### src/rtl/mem_arbiter_pkg.sv
`default_nettype none
// ============================================================================
// Module      : mem_arbiter_pkg
// Description : Shared memory-port types for the two-into-one memory arbiter.
//               Carries the request/response structs used on every port of
//               the arbiter (same layout as the bus types in the wires
//               package) and a small winner-selection helper.
// Revision    : 1.0 - initial release
// ============================================================================
package mem_arbiter_pkg;

    localparam int c_xlen = 32;

    // Request as seen by the shared memory port
    typedef struct packed {
        logic                  mem_valid;
        logic                  mem_fence;
        logic                  mem_instr;
        logic [c_xlen-1:0]     mem_addr;
        logic [c_xlen-1:0]     mem_wdata;
        logic [c_xlen/8-1:0]   mem_wstrb;
    } mem_in_type;

    // Response from the shared memory port
    typedef struct packed {
        logic                  mem_ready;
        logic [c_xlen-1:0]     mem_rdata;
    } mem_out_type;

    // Winner selection when arbitrating in IDLE: returns 1 when dmem wins.
    // dmem wins if it is the only requester, or both request and dmem is
    // currently preferred.
    function automatic logic pick_dmem(
        input logic req_i,
        input logic req_d,
        input logic prefer_dmem
    );
        return req_d & (~req_i | prefer_dmem);
    endfunction

endpackage
`default_nettype wire

### src/rtl/mem_arbiter_hold.sv
`default_nettype none
// ============================================================================
// Module      : mem_arbiter_hold
// Description : Per-requester pending bit plus request hold register.
//               A valid request is captured once (pending set, fields
//               latched); further valid cycles are ignored while the request
//               is pending or while this requester owns the bus, because the
//               requester holds valid as a level until it sees ready.
// Ports       : clk, rst   - clock, synchronous active-low reset
//               req_in     - live request from the requester
//               owner      - this requester currently owns the shared bus
//               grant      - the arbiter issues this requester this cycle
//               req        - request candidate (pending or live valid)
//               sel        - request to issue now (live if not pending)
//               hold       - latched request, drives the bus while busy
// Revision    : 1.0 - initial release
// ============================================================================
module mem_arbiter_hold
    import mem_arbiter_pkg::*;
(
    input  logic        clk,
    input  logic        rst,
    input  mem_in_type  req_in,
    input  logic        owner,
    input  logic        grant,
    output logic        req,
    output mem_in_type  sel,
    output mem_in_type  hold
);

    logic       pending_q;
    logic       pending_d;
    mem_in_type hold_q;
    mem_in_type hold_d;
    logic       w_capture;

    always_comb begin
        w_capture = req_in.mem_valid & ~pending_q & ~owner;
        pending_d = pending_q;
        hold_d    = hold_q;
        // Latch even when granted in the same cycle: the bus is driven from
        // the hold register for the rest of the transaction.
        if (w_capture) begin
            pending_d          = 1'b1;
            hold_d             = req_in;
            hold_d.mem_valid   = 1'b0;
            hold_d.mem_instr   = 1'b0;
        end
        if (grant) begin
            pending_d = 1'b0;
        end
    end

    always_ff @(posedge clk) begin
        if (!rst) begin
            pending_q <= 1'b0;
            hold_q    <= '0;
        end else begin
            pending_q <= pending_d;
            hold_q    <= hold_d;
        end
    end

    assign req  = pending_q | req_in.mem_valid;
    assign sel  = pending_q ? hold_q : req_in;
    assign hold = hold_q;

endmodule
`default_nettype wire

### src/rtl/mem_arbiter.sv
`default_nettype none
// ============================================================================
// Module      : mem_arbiter
// Description : Two-into-one memory arbiter between the instruction fetch
//               port (imem) and the write buffer (dmem) and one shared
//               memory port. One transaction in flight at a time; fetches are
//               tagged with mem_instr; ready/rdata go to the owner only.
//               A ready that completes one port's transaction immediately
//               issues the other port's waiting request (back-to-back).
// Parameters  : ARBITER_PRIO - winner on simultaneous requests
//                              (1 = dmem first, 0 = imem first)
// Config      : MEM_ARBITER_RR_EN - when defined, simultaneous requests are
//               granted opposite to the last grant (round-robin); the fixed
//               priority applies only to the first grant after reset.
// Ports       : clk       - clock
//               rst       - synchronous reset, active-low
//               imem_in   - fetch request        imem_out - fetch response
//               dmem_in   - write-buffer request dmem_out - its response
//               mem_out   - shared memory response
//               mem_in    - shared memory request
// Revision    : 1.0 - initial release
// ============================================================================
module mem_arbiter
    import mem_arbiter_pkg::*;
#(
    parameter logic ARBITER_PRIO = 1'b1
) (
    input  logic        clk,
    input  logic        rst,
    input  mem_in_type  imem_in,
    output mem_out_type imem_out,
    input  mem_in_type  dmem_in,
    output mem_out_type dmem_out,
    input  mem_out_type mem_out,
    output mem_in_type  mem_in
);

    localparam logic [1:0] IDLE   = 2'd0;
    localparam logic [1:0] BUSY_I = 2'd1;
    localparam logic [1:0] BUSY_D = 2'd2;

    typedef struct packed {
        logic [1:0] state;
`ifdef MEM_ARBITER_RR_EN
        logic       last_dmem;  // last grant went to dmem
        logic       use_prio;   // no grant since reset yet
`endif
    } reg_type;

    reg_type    r_q;
    reg_type    r_d;

    logic       w_req_i;
    logic       w_req_d;
    mem_in_type w_sel_i;
    mem_in_type w_sel_d;
    mem_in_type w_hold_i;
    mem_in_type w_hold_d;
    logic       w_grant_i;
    logic       w_grant_d;
    logic       w_issue;
    logic       w_issue_dmem;
    logic       w_prefer_dmem;

    mem_arbiter_hold u_hold_i (
        .clk    (clk),
        .rst    (rst),
        .req_in (imem_in),
        .owner  (r_q.state == BUSY_I),
        .grant  (w_grant_i),
        .req    (w_req_i),
        .sel    (w_sel_i),
        .hold   (w_hold_i)
    );

    mem_arbiter_hold u_hold_d (
        .clk    (clk),
        .rst    (rst),
        .req_in (dmem_in),
        .owner  (r_q.state == BUSY_D),
        .grant  (w_grant_d),
        .req    (w_req_d),
        .sel    (w_sel_d),
        .hold   (w_hold_d)
    );

`ifdef MEM_ARBITER_RR_EN
    assign w_prefer_dmem = r_q.use_prio ? ARBITER_PRIO : ~r_q.last_dmem;
`else
    assign w_prefer_dmem = ARBITER_PRIO;
`endif

    always_comb begin
        r_d          = r_q;
        mem_in       = '0;
        imem_out     = '0;
        dmem_out     = '0;
        w_grant_i    = 1'b0;
        w_grant_d    = 1'b0;
        w_issue      = 1'b0;
        w_issue_dmem = 1'b0;

        case (r_q.state)
            IDLE: begin
                // Ready in IDLE is ignored; only requests matter here.
                if (w_req_i | w_req_d) begin
                    w_issue      = 1'b1;
                    w_issue_dmem = pick_dmem(w_req_i, w_req_d, w_prefer_dmem);
                end
            end
            BUSY_I: begin
                mem_in           = w_hold_i;
                mem_in.mem_valid = 1'b0;
                mem_in.mem_instr = 1'b1;
                if (mem_out.mem_ready) begin
                    imem_out = mem_out;
                    // Hand off to a waiting dmem so neither side starves
                    if (w_req_d) begin
                        w_issue      = 1'b1;
                        w_issue_dmem = 1'b1;
                    end else begin
                        r_d.state = IDLE;
                    end
                end
            end
            BUSY_D: begin
                mem_in           = w_hold_d;
                mem_in.mem_valid = 1'b0;
                mem_in.mem_instr = 1'b0;
                if (mem_out.mem_ready) begin
                    dmem_out = mem_out;
                    if (w_req_i) begin
                        w_issue      = 1'b1;
                        w_issue_dmem = 1'b0;
                    end else begin
                        r_d.state = IDLE;
                    end
                end
            end
            default: begin
                r_d.state = IDLE;
            end
        endcase

        // Issue overrides the busy drive of the completing transaction
        if (w_issue) begin
            if (w_issue_dmem) begin
                mem_in           = w_sel_d;
                mem_in.mem_instr = 1'b0;
                w_grant_d        = 1'b1;
                r_d.state        = BUSY_D;
            end else begin
                mem_in           = w_sel_i;
                mem_in.mem_instr = 1'b1;
                w_grant_i        = 1'b1;
                r_d.state        = BUSY_I;
            end
            mem_in.mem_valid = 1'b1;
`ifdef MEM_ARBITER_RR_EN
            r_d.last_dmem = w_issue_dmem;
            r_d.use_prio  = 1'b0;
`endif
        end

        // Outputs stay quiet for the whole reset cycle
        if (!rst) begin
            mem_in   = '0;
            imem_out = '0;
            dmem_out = '0;
        end
    end

    always_ff @(posedge clk) begin
        if (!rst) begin
            r_q.state     <= IDLE;
`ifdef MEM_ARBITER_RR_EN
            r_q.last_dmem <= 1'b1;
            r_q.use_prio  <= 1'b1;
`endif
        end else begin
            r_q <= r_d;
        end
    end

endmodule
`default_nettype wire

### config.mk
export PLATFORM = sky130hd
export DESIGN_NAME = mem_arbiter
export DESIGN_NICKNAME = d
export VERILOG_FILES = /design/src/rtl/mem_arbiter_pkg.sv /design/src/rtl/mem_arbiter_hold.sv /design/src/rtl/mem_arbiter.sv
export SDC_FILE = /design/constraint.sdc
export NUM_CORES = 1
export LEC_CHECK = 0
export ABC_AREA = 1
export CORE_ASPECT_RATIO = 0.7
export CORE_MARGIN = 2
export CORE_UTILIZATION = 35
export DETAILED_ROUTE_END_ITERATION = 8
export PLACE_DENSITY = 0.69
export SETUP_SLACK_MARGIN = 0.5
export SKIP_LAST_GASP = 1
export SLEW_MARGIN = 20
export SYNTH_ARGS = -nofsm -noshare
export SYNTH_HDL_FRONTEND = slang
export SYNTH_HIERARCHICAL = 1
export SYNTH_SLANG_ARGS = --single-unit
### constraint.sdc
create_clock -name clk -period 2.5 [get_ports clk]
set_input_delay 0.5 -clock clk [delete_from_list [all_inputs] [get_ports clk]]
set_output_delay 0.5 -clock clk [all_outputs]
set_load 0.02 [all_outputs]
== Word-level counts from Yosys, hierarchy flattened ==
Cells that the tools add are included.
Word-level totals
  bits in registers: 142
  latch bits: 0
  memories kept: 0
  ROM bits: 0
  logic and storage cells: 64
  output and inout port bits: 137
  input bits: 177
  memory bits (writable): 0
Cells by class
  reductions and logical operators: 4
  bitwise gates (word level): 12
  muxes and demuxes: 30
  multipliers: 0
  add/subtract/negate cells: 0
  shifts and indexed selects: 0
  equal/unequal tests: 7
  order comparisons: 0
  divide/modulo/power cells: 0
Operators by type and width (number)
  70-bit 2-to-1 mux: 3
  33-bit 2-to-1 mux: 5
  71-bit 2-to-1 mux: 2
  70-bit one-hot mux with 2 select lines: 1
  2-bit 2-to-1 mux: 6
  3-bit != test, second input constant: 4
  1-bit 2-to-1 mux: 10
  2-bit one-hot mux with 3 select lines: 1
  1-bit inverter: 5
  5-bit AND reduction: 1
  1-bit AND: 4
  2-bit OR reduction: 2
  1-bit bitwise OR: 3
  1-bit one-hot mux with 3 select lines: 1
  2-bit by 1-bit == test with 1-bit output, second input constant: 1
  2-bit == test, second input constant: 1
  2-bit zero test: 1
  2-bit != test, second input constant: 1
  1-bit one-hot mux with 2 select lines: 1

== Longest topological paths before layout ==
Gate-level depths: netlist (run 1).
  depth in word-level cells: 7
  mapped depth: 14
  mapped depth without buffers: 11

== Hierarchy ==
The synthesis (run 1) kept the hierarchy.
By module, submodules not included
  mem_arbiter_hold: area each 3590.9 sq um, cells an instance 605, times used 2
  mem_arbiter: area each 3854.9 sq um, cells an instance 693, times used 1

== Worst setup path before layout (run 1) ==
No wires, ideal clock.
  kind: reg-to-output
  start point: register u_hold_d.pending_q
  end point: output port mem_in[59] (netlist bit)
  data arrival time: 1963 ps
  path buffers: 4
  cell stages (with the launch flop): 14
  slack: 37 ps
  path through: dfxtp_1 inv_2 buf_6 clkbuf_1 nand2_1 nand2_1 nand2_1 nand2_1 nand2_2 nand2_4 buf_12 buf_12 nand3_2 a21oi_1
RTL lines
  start: declaration: RTL line mem_arbiter_hold.sv:31  | logic pending_q;
  start signal: assignment: RTL line mem_arbiter_hold.sv:59  | pending_q <= pending_d;
  end: declaration: RTL line mem_arbiter.sv:35  | output mem_in_type mem_in

== Final worst setup path (run 1) ==
  start point: register r_q[1] (netlist bit)
  end point: register r_q[1] (netlist bit)
Between the ends
  cells in the longest elaborated chain, start to end: 4
  elaborated cells between the ends (all ways): 14
Ends and longest elaborated chain
  start: declaration: RTL line mem_arbiter.sv:50  | reg_type r_q;
  start signal: assignment: RTL line mem_arbiter.sv:181  | r_q <= r_d;
  2-bit == test (tied with other cells): RTL line mem_arbiter.sv:103  | case (r_q.state)
  1-bit one-hot mux with 3 select lines or 1-bit one-hot mux with 2 select lines (tied branches): RTL line mem_arbiter.sv:103
  3-bit != test (no line) (tied with other cells)
  5-bit AND reduction (no line) or 2-bit 2-to-1 mux (tied branches)
Several ways; a longest one is shown, not always the timed one.
A chain may end at the register's enable or synchronous reset.

==> results of run 1 <==
==> placed cells by master (no fill, tap or decap), types with 3 or more instances in the layout <==
cell,n
a22o_1,69
nand2_4,24
nand3_2,50
buf_4,61
o21ai_0,140
nor2_1,279
buf_6,168
buf_8,9
clkbuf_1,6
clkbuf_16,30
buf_12,46
dfxtp_1,140
inv_2,4
inv_4,4
ha_4,3
clkbuf_8,4
inv_1,175
nor2_2,6
nor2_4,60
clkdlybuf4s50_1,170
a21oi_4,70
nand2_2,91
nand2_1,595
clkinv_4,3
buf_16,16
nand3_4,23
==> final cells by class <==
cell class | instances | area (µm²) | area share, %
inverters | 190 | 788 | 4.15
clock buffers | 27 | 503 | 2.65
flip-flops and latches | 142 | 2850 | 15.0
clock inverters | 5 | 78.8 | 0.415
repair buffers | 488 | 5910 | 31.1
diodes | 1 | 2.50 | 0.0132
multi-input cells | 1417 | 8340 | 43.9
well taps | 420 | 526 | 2.77
==> worst max-delay path, delay by kind of cell (launching register included) <==
| family | cells | cell delay, ns |
|---|---|---|
| AO/OA/AOI/OAI | 1 | 0.07 |
| flip-flops | 1 | 0.37 |
| buffers and inverters | 15 | 1.65 |
| AND/OR/NAND/NOR | 6 | 0.38 |
| adder cells (fa/ha/maj) | 1 | 0.16 |
==> worst max-delay path by stage <==
| stage | startpoint | endpoint | slack, ns |
|---|---|---|---|
| floorplan | u_hold_d/pending_q$_SDFFE_PP0P_ | mem_in[29] | 0.40 |
| global placement | dmem_in[70] | mem_in[34] | -0.76 |
| detailed placement | dmem_in[70] | mem_in[68] | -0.76 |
| finish | r_q[1]$_SDFFE_PN0P_ | r_q[1]$_SDFFE_PN0P_ | -0.27 |
| CTS | r_q[1]$_SDFFE_PN0P_ | mem_in[23] | -0.23 |
| global route | r_q[1]$_SDFFE_PN0P_ | r_q[1]$_SDFFE_PN0P_ | -0.35 |
==> routing by layer <==
metal	vias to the layer above	part of all wire, %
li1	6565	-
met1	6224	41
met2	577	47
met3	75	8.1
met4	2	2.9
met5	-	0.027
==> what timing repair did <==
item | CTS | global route
cloned | 13 | 17
buffers inserted | 32 | 25
gates resized for setup | 799 | 323
endpoints found under the setup margin | 139 | 202
pin swaps | 16 | 106
==> flip-flops by register name, summed over array words and instances (netlist names) <==
signal              flops
u_hold_d/pending_q      1
u_hold_d/hold          69
u_hold_i/hold          69
u_hold_i/pending_q      1
r_q                     2
==> metrics by stage <==
step           util [%]  cells  TNS [ns]  area, µm²  hold slack (ns)
2_1_floorplan         -   1891         0      12000            0.468
3_3_place_gp       51.0   2570    -79.08      15800            0.513
3_5_place_dp       51.0   2570    -82.07      15800            0.521
4_1_cts            55.5   2647    -14.87      17200            0.531
5_1_grt            61.2   2690    -26.92      19000            0.562
6_report           61.2   2690    -16.22      19000            0.530
==> power groups by stage <==
stage / clock network [mW] / logic [mW] / registers (mW)
after floorplan: 0 / 8.26 / 3.16
after global placement: 0 / 12.0 / 3.22
after detailed placement: 0 / 12.1 / 3.24
after CTS: 2.68 / 14.3 / 3.21
after global routing: 2.77 / 18.2 / 3.29
final: 2.63 / 17.1 / 3.23
==> flow_summary_export.csv, run 1 <==
group,metric,value,unit
critical_path,crit_path_top_delay_cell,"dfxtp_4",
clock_tree,clkSinkCount,142,
route,wirelength,48.4,mm
global_route,grt_util_met1,33.4,%
global_route,grtUsageTotal,26.4,%
min_path,hold_path_end,"u_hold_d/hold[3]$_SDFFE_PN0P_",
sta,fin_skew,0.0151,ns
cells_and_area,nFillCells,2642,
yosys,yosysWarnings,6,
cells_and_area,drive_above_1_share,30.3,%
route,drtPass1Iterations,5,
clock_tree,h-tree-depth,4,
sta,tightestPinTransition,0.766,ns
sta,setup_slack,-0.274,ns
placement,gp_congestion,0.911,
clock_tree,cts_hold_buf,0,
critical_path,cp_cell_sequence,"inv_6 -> ha_4 -> nand2_4 -> nand2_2 -> nand2_2 -> buf_4 -> buf_6 -> buf_4 -> buf_4 -> buf_4 -> buf_6 -> buf_6 -> buf_6 -> buf_6 -> buf_4 -> buf_4 -> buf_6 -> buf_6 -> buf_6 -> nand3_2 -> nand2_2 -> nand2_1 -> a21oi_1",
placement,hpwl,28.4,mm
global_route,met3_usage,5.57,%
min_path,min_path_type,"register to register",
floorplan,core-area,31000,µm²
global_route,grt_antenna_before_repair,5,
global_route,grt_pass1_wl,68.4,mm
power,p_sw_share,47.7,%
cells_and_area,synthToLayoutAreaGrowth,73.0,%
cells_and_area,nets,2438,
critical_path,cp.required,2.78,ns
yosys,synth_cells,1891,
critical_path,cp_slowest_stage_delay,0.37,ns
floorplan,ios,314,
critical_path,r2r_cells,23,
critical_path,worstSetupPathType,"register to register",
power,p_comb_share,74.5,%
power,p_clk_share,11.4,%
critical_path,arrival,3.06,ns
global_route,grt_pass1_vias,12400,
clock_tree,cts_buffer_depth,2,
clock_tree,path_clk_slew,0.07,ns
power,power_frac_seq,14.1,%
route,vias,13400,
clock_tree,cts_root_buf,"clkbuf_16",
floorplan,initial_core_util,35.4,%
power,p_per_area,1210,nW/µm²
global_route,grt_use_met2,43.9,%
floorplan,die_x,216,µm
sta,hold_viol,0,
run,max_cap_viol_count,0,
floorplan,die_h,152,µm
global_route,top_usage_layer,"met2",
min_path,min_from,"u_hold_d/hold[3]$_SDFFE_PN0P_",
critical_path,timing.critical_path.mode_cell,"buf_6",
critical_path,startpoint_type,"register",
clock_tree,clkLatencyLatePin,0.43,ns
route,wl_per_cell,18.0,µm
clock_tree,numCtsBuffers,17,
status,status,"complete, but fails checks",
critical_path,timing.rr.end,"r_q[1]$_SDFFE_PN0P_",
floorplan,rows,54,
status,violations,"setup timing",
global_route,grt_max_degree,94,
route,postRouteAntennaNets,0,
yosys,netlist_area,11000,µm²
yosys,synth_nets,2073,
sta,slew_headroom,48.9,%
floorplan,dieArea,32800,µm²
critical_path,r2r_start,"r_q[1]$_SDFFE_PN0P_",
global_route,gr-total-overflow,0,
sta,min_period,2.77,ns
power,p_leak,8.66,nW
critical_path,crit_path_max_fanout,3,
sta,drv_slew,0,
critical_path,regToRegSetupSlack,-0.27,ns
power,p_int,12.0,mW
placement,post-place-ws,-0.763,ns
sta,period_share,111,%
power,power_switching,11.0,mW
route,viasPerCell,5.00,
placement,io_buffers,311,
route,drc,0,
critical_path,worstSetupEndpointType,"register",
min_path,hold_depth,4,
sta,rsz0062_at_grt,"true",
yosys,syn_avg_cell_area,5.80,µm²
sta,setup_viol,106,
sta,fmax,0.361,GHz
power,total_power,23.0,mW
power,ir_drop,688,µV
clock_tree,tritoncts,"yes",
route,drt-initial-drc-count,1086,
Note: power is estimated with default switching activity, not from simulation.
==> run 2, diff against run 1 <==
--- a/config.mk
+++ b/config.mk
@@ -11,7 +11,7 @@
 export CORE_UTILIZATION = 35
 export DETAILED_ROUTE_END_ITERATION = 8
 export PLACE_DENSITY = 0.69
-export SETUP_SLACK_MARGIN = 0.5
+export SETUP_SLACK_MARGIN = 0.4
 export SKIP_LAST_GASP = 1
 export SLEW_MARGIN = 20
 export SYNTH_ARGS = -nofsm -noshare
==> run 2 against run 1 <==
  * Critical endpoint is now mem_in[47]
  * The run still ends with setup timing left
  * Combinational power about the same
  * Sequential power is essentially flat
  * Largest power group unchanged
  * Final cell count increased by 0.52%
  * Utilization rose by 0.073 points
  * Non-clock buffer count is 9 higher
  * Count of clock-buffer cells in the layout fell by 8
  * Fmax down 4.1%
  * Global-route usage rose by 1.3 points
  * Total power rose by 1.5%
  * Register-to-register slack better by 0.73 ns
  * Sequential cell count did not move
==> flow_summary_export.csv, run 2 (same netlist as run 1, synthesis figures left out) <==
group,metric,value,unit
status,status,"complete, but fails checks",
status,violations,"setup timing",
min_path,min_path_type,"register to register",
global_route,grt_antenna_before_repair,11,
placement,placed_cell_area,15500,µm²
power,p_int,12.2,mW
placement,gp_congestion,0.951,
clock_tree,clkLatencyLatePin,0.43,ns
power,ir_drop,781,µV
min_path,min_from,"u_hold_d/hold[35]$_SDFFE_PN0P_",
sta,tightestPinTransition,0.737,ns
sta,rsz0062_at_grt,"true",
global_route,grt_pass1_vias,12600,
cells_and_area,drive_above_1_share,27.6,%
route,wl_per_cell,18.9,µm
critical_path,cp_slowest_stage_delay,0.36,ns
critical_path,crit_path_start,"r_q[1]$_SDFFE_PN0P_",
sta,fmax,0.346,GHz
power,p_per_area,1230,nW/µm²
sta,setup_slack,-0.392,ns
critical_path,crit_path_max_fanout,6,
critical_path,startpoint_type,"register",
clock_tree,cts_root_buf,"clkbuf_16",
global_route,grt_max_degree,141,
global_route,grtUsageTotal,27.7,%
critical_path,regToRegSetupSlack,0.46,ns
cells_and_area,stdcell_area,19000,µm²
critical_path,cp.required,2.00,ns
critical_path,critPathTopFamily,"buffers and inverters",
floorplan,ios,314,
critical_path,timing.rr.end,"u_hold_d/hold[9]$_SDFFE_PN0P_",
power,p_sw_share,47.6,%
floorplan,core-area,31000,µm²
run,max_cap_viol_count,0,
floorplan,initial_core_util,35.4,%
clock_tree,path_clk_slew,0.06,ns
critical_path,worstSetupPathType,"register to primary output",
route,viasPerCell,5.08,
route,postRouteAntennaNets,0,
power,p_leak,8.67,nW
route,drc,0,
clock_tree,h-tree-depth,4,
sta,setup_viol,132,
route,vias,13700,
floorplan,die_h,152,µm
critical_path,worstSetupEndpointType,"primary output",
floorplan,rows,54,
cells_and_area,nets,2446,
critical_path,path_buf_inv,6,
cells_and_area,final_cell_mix,"664 x nand2_1, 279 x nor2_1, 178 x inv_1",
floorplan,die_x,216,µm
power,p_clk_share,11.5,%
sta,period_share,116,%
critical_path,r2r_cells,11,
critical_path,timing.critical_path.mode_cell,"nand2_2",
clock_tree,tritoncts,"yes",
cells_and_area,utilization,61.3,%
placement,hpwl,28.4,mm
sta,min_period,2.89,ns
clock_tree,cts_buffer_depth,2,
global_route,gr-total-overflow,0,
global_route,grt_pass1_wl,71.2,mm
sta,drv_slew,0,
floorplan,dieArea,32800,µm²
sta,slew_headroom,50.8,%
route,drtPass1Iterations,8,
clock_tree,numCtsBuffers,17,
critical_path,r2r_start,"r_q[1]$_SDFFE_PN0P_",
power,power_switching,11.1,mW
placement,io_buffers,311,
cells_and_area,synthToLayoutAreaGrowth,73.2,%
cells_and_area,layout_commonest_cell,"nand2_1",
route,wirelength,51.1,mm
critical_path,cp_cell_sequence,"buf_6 -> ha_4 -> nand2_4 -> nand2_2 -> nand2_2 -> nand2_2 -> nand2_4 -> clkinv_8 -> buf_16 -> buf_12 -> buf_8 -> nand2_1 -> a21oi_4 -> buf_4",
clock_tree,clkSinkCount,142,
route,drt-initial-drc-count,1135,
critical_path,worstSetupPathDepth,14,
sta,hold_viol,0,
power,power_frac_seq,13.8,%
power,p_comb_share,74.7,%
critical_path,arrival,2.39,ns
sta,fin_skew,0.00478,ns
critical_path,crit_path_top_delay_cell,"dfxtp_4",
critical_path,crit_path_end,"mem_in[47]",
-- run 2: changes by cell type in the layout (fill, tap and decap cells not counted), moves of 8 or more --
cell,change
buf_4,+12
diode_2,+8
nand2_2,-59
nand3_4,+14
nand2_4,-10
nand3_2,-15
nand2_1,+69
-- run 2: final cells by class --
type                            instances  area [µm²]
Fill cell                            2629       12000
Multi-Input combinational cell       1416        8220
Timing Repair Buffer                  497        6040
Sequential cell                       142        2850
Inverter                              190         763
Tap cell                              420         526
Clock buffer                           19         453
Clock inverter                         11         143
Antenna cell                            9        22.5
-- run 2: metal layers --
metal  track usage [%]  wire (µm)  vias up
met2              46.6      24000      692
li1                  -          -     6579
met5                 0         13        -
met3              5.85       4630      116
met4              12.0       1950        2
met1              34.3      20500     6350
-- run 2: per-stage QoR --
step / TNS [ns] / power (mW) / worst slack (ns) / hold slack (ns) / std cells
floorplan: 0 / 11.4 / 0.382 / 0.468 / 1891
global placement: -79.64 / 14.9 / -0.830 / 0.514 / 2544
detailed placement: -81.53 / 15.0 / -0.814 / 0.517 / 2544
CTS: -25.56 / 20.4 / -0.347 / 0.530 / 2653
global route: -35.26 / 24.5 / -0.436 / 0.564 / 2702
finish: -25.41 / 23.4 / -0.392 / 0.530 / 2704
-- run 2: worst min-delay path by stage --
stage,endpoint,cells after the start
floorplan,r_q[0]$_SDFFE_PN0P_,2
global placement,u_hold_d/hold[39]$_SDFFE_PN0P_,4
detailed placement,u_hold_d/hold[47]$_SDFFE_PN0P_,4
CTS,u_hold_d/hold[15]$_SDFFE_PN0P_,4
global route,u_hold_d/hold[21]$_SDFFE_PN0P_,4
finish,u_hold_d/hold[35]$_SDFFE_PN0P_,4
-- run 2: power by group through the flow --
stage               combinational (mW)  clock, mW  sequential [mW]
detailed placement                11.8          0             3.24
finish                            17.4       2.68             3.23
floorplan                         8.23          0             3.16
global placement                  11.6          0             3.22
global route                      18.4       2.81             3.29
CTS                               14.5       2.73             3.21
-- run 2: timing repair --
action / 4_1_cts / 5_1_grt
resized for setup: 831 / 260
cloned: 14 / 12
setup endpoints to repair: 137 / 162
pin swaps: 21 / 57
setup buffers: 65 / 30
hold buffers: 0 / 0
-- run 2: worst register-to-register path: cells and delay by family (launching register included) --
family | cells | cell delay [ns]
DFF | 1 | 0.38
and+or+nand+nor | 4 | 0.45
buffers and inverters | 6 | 0.95
adders and majority gates | 1 | 0.15
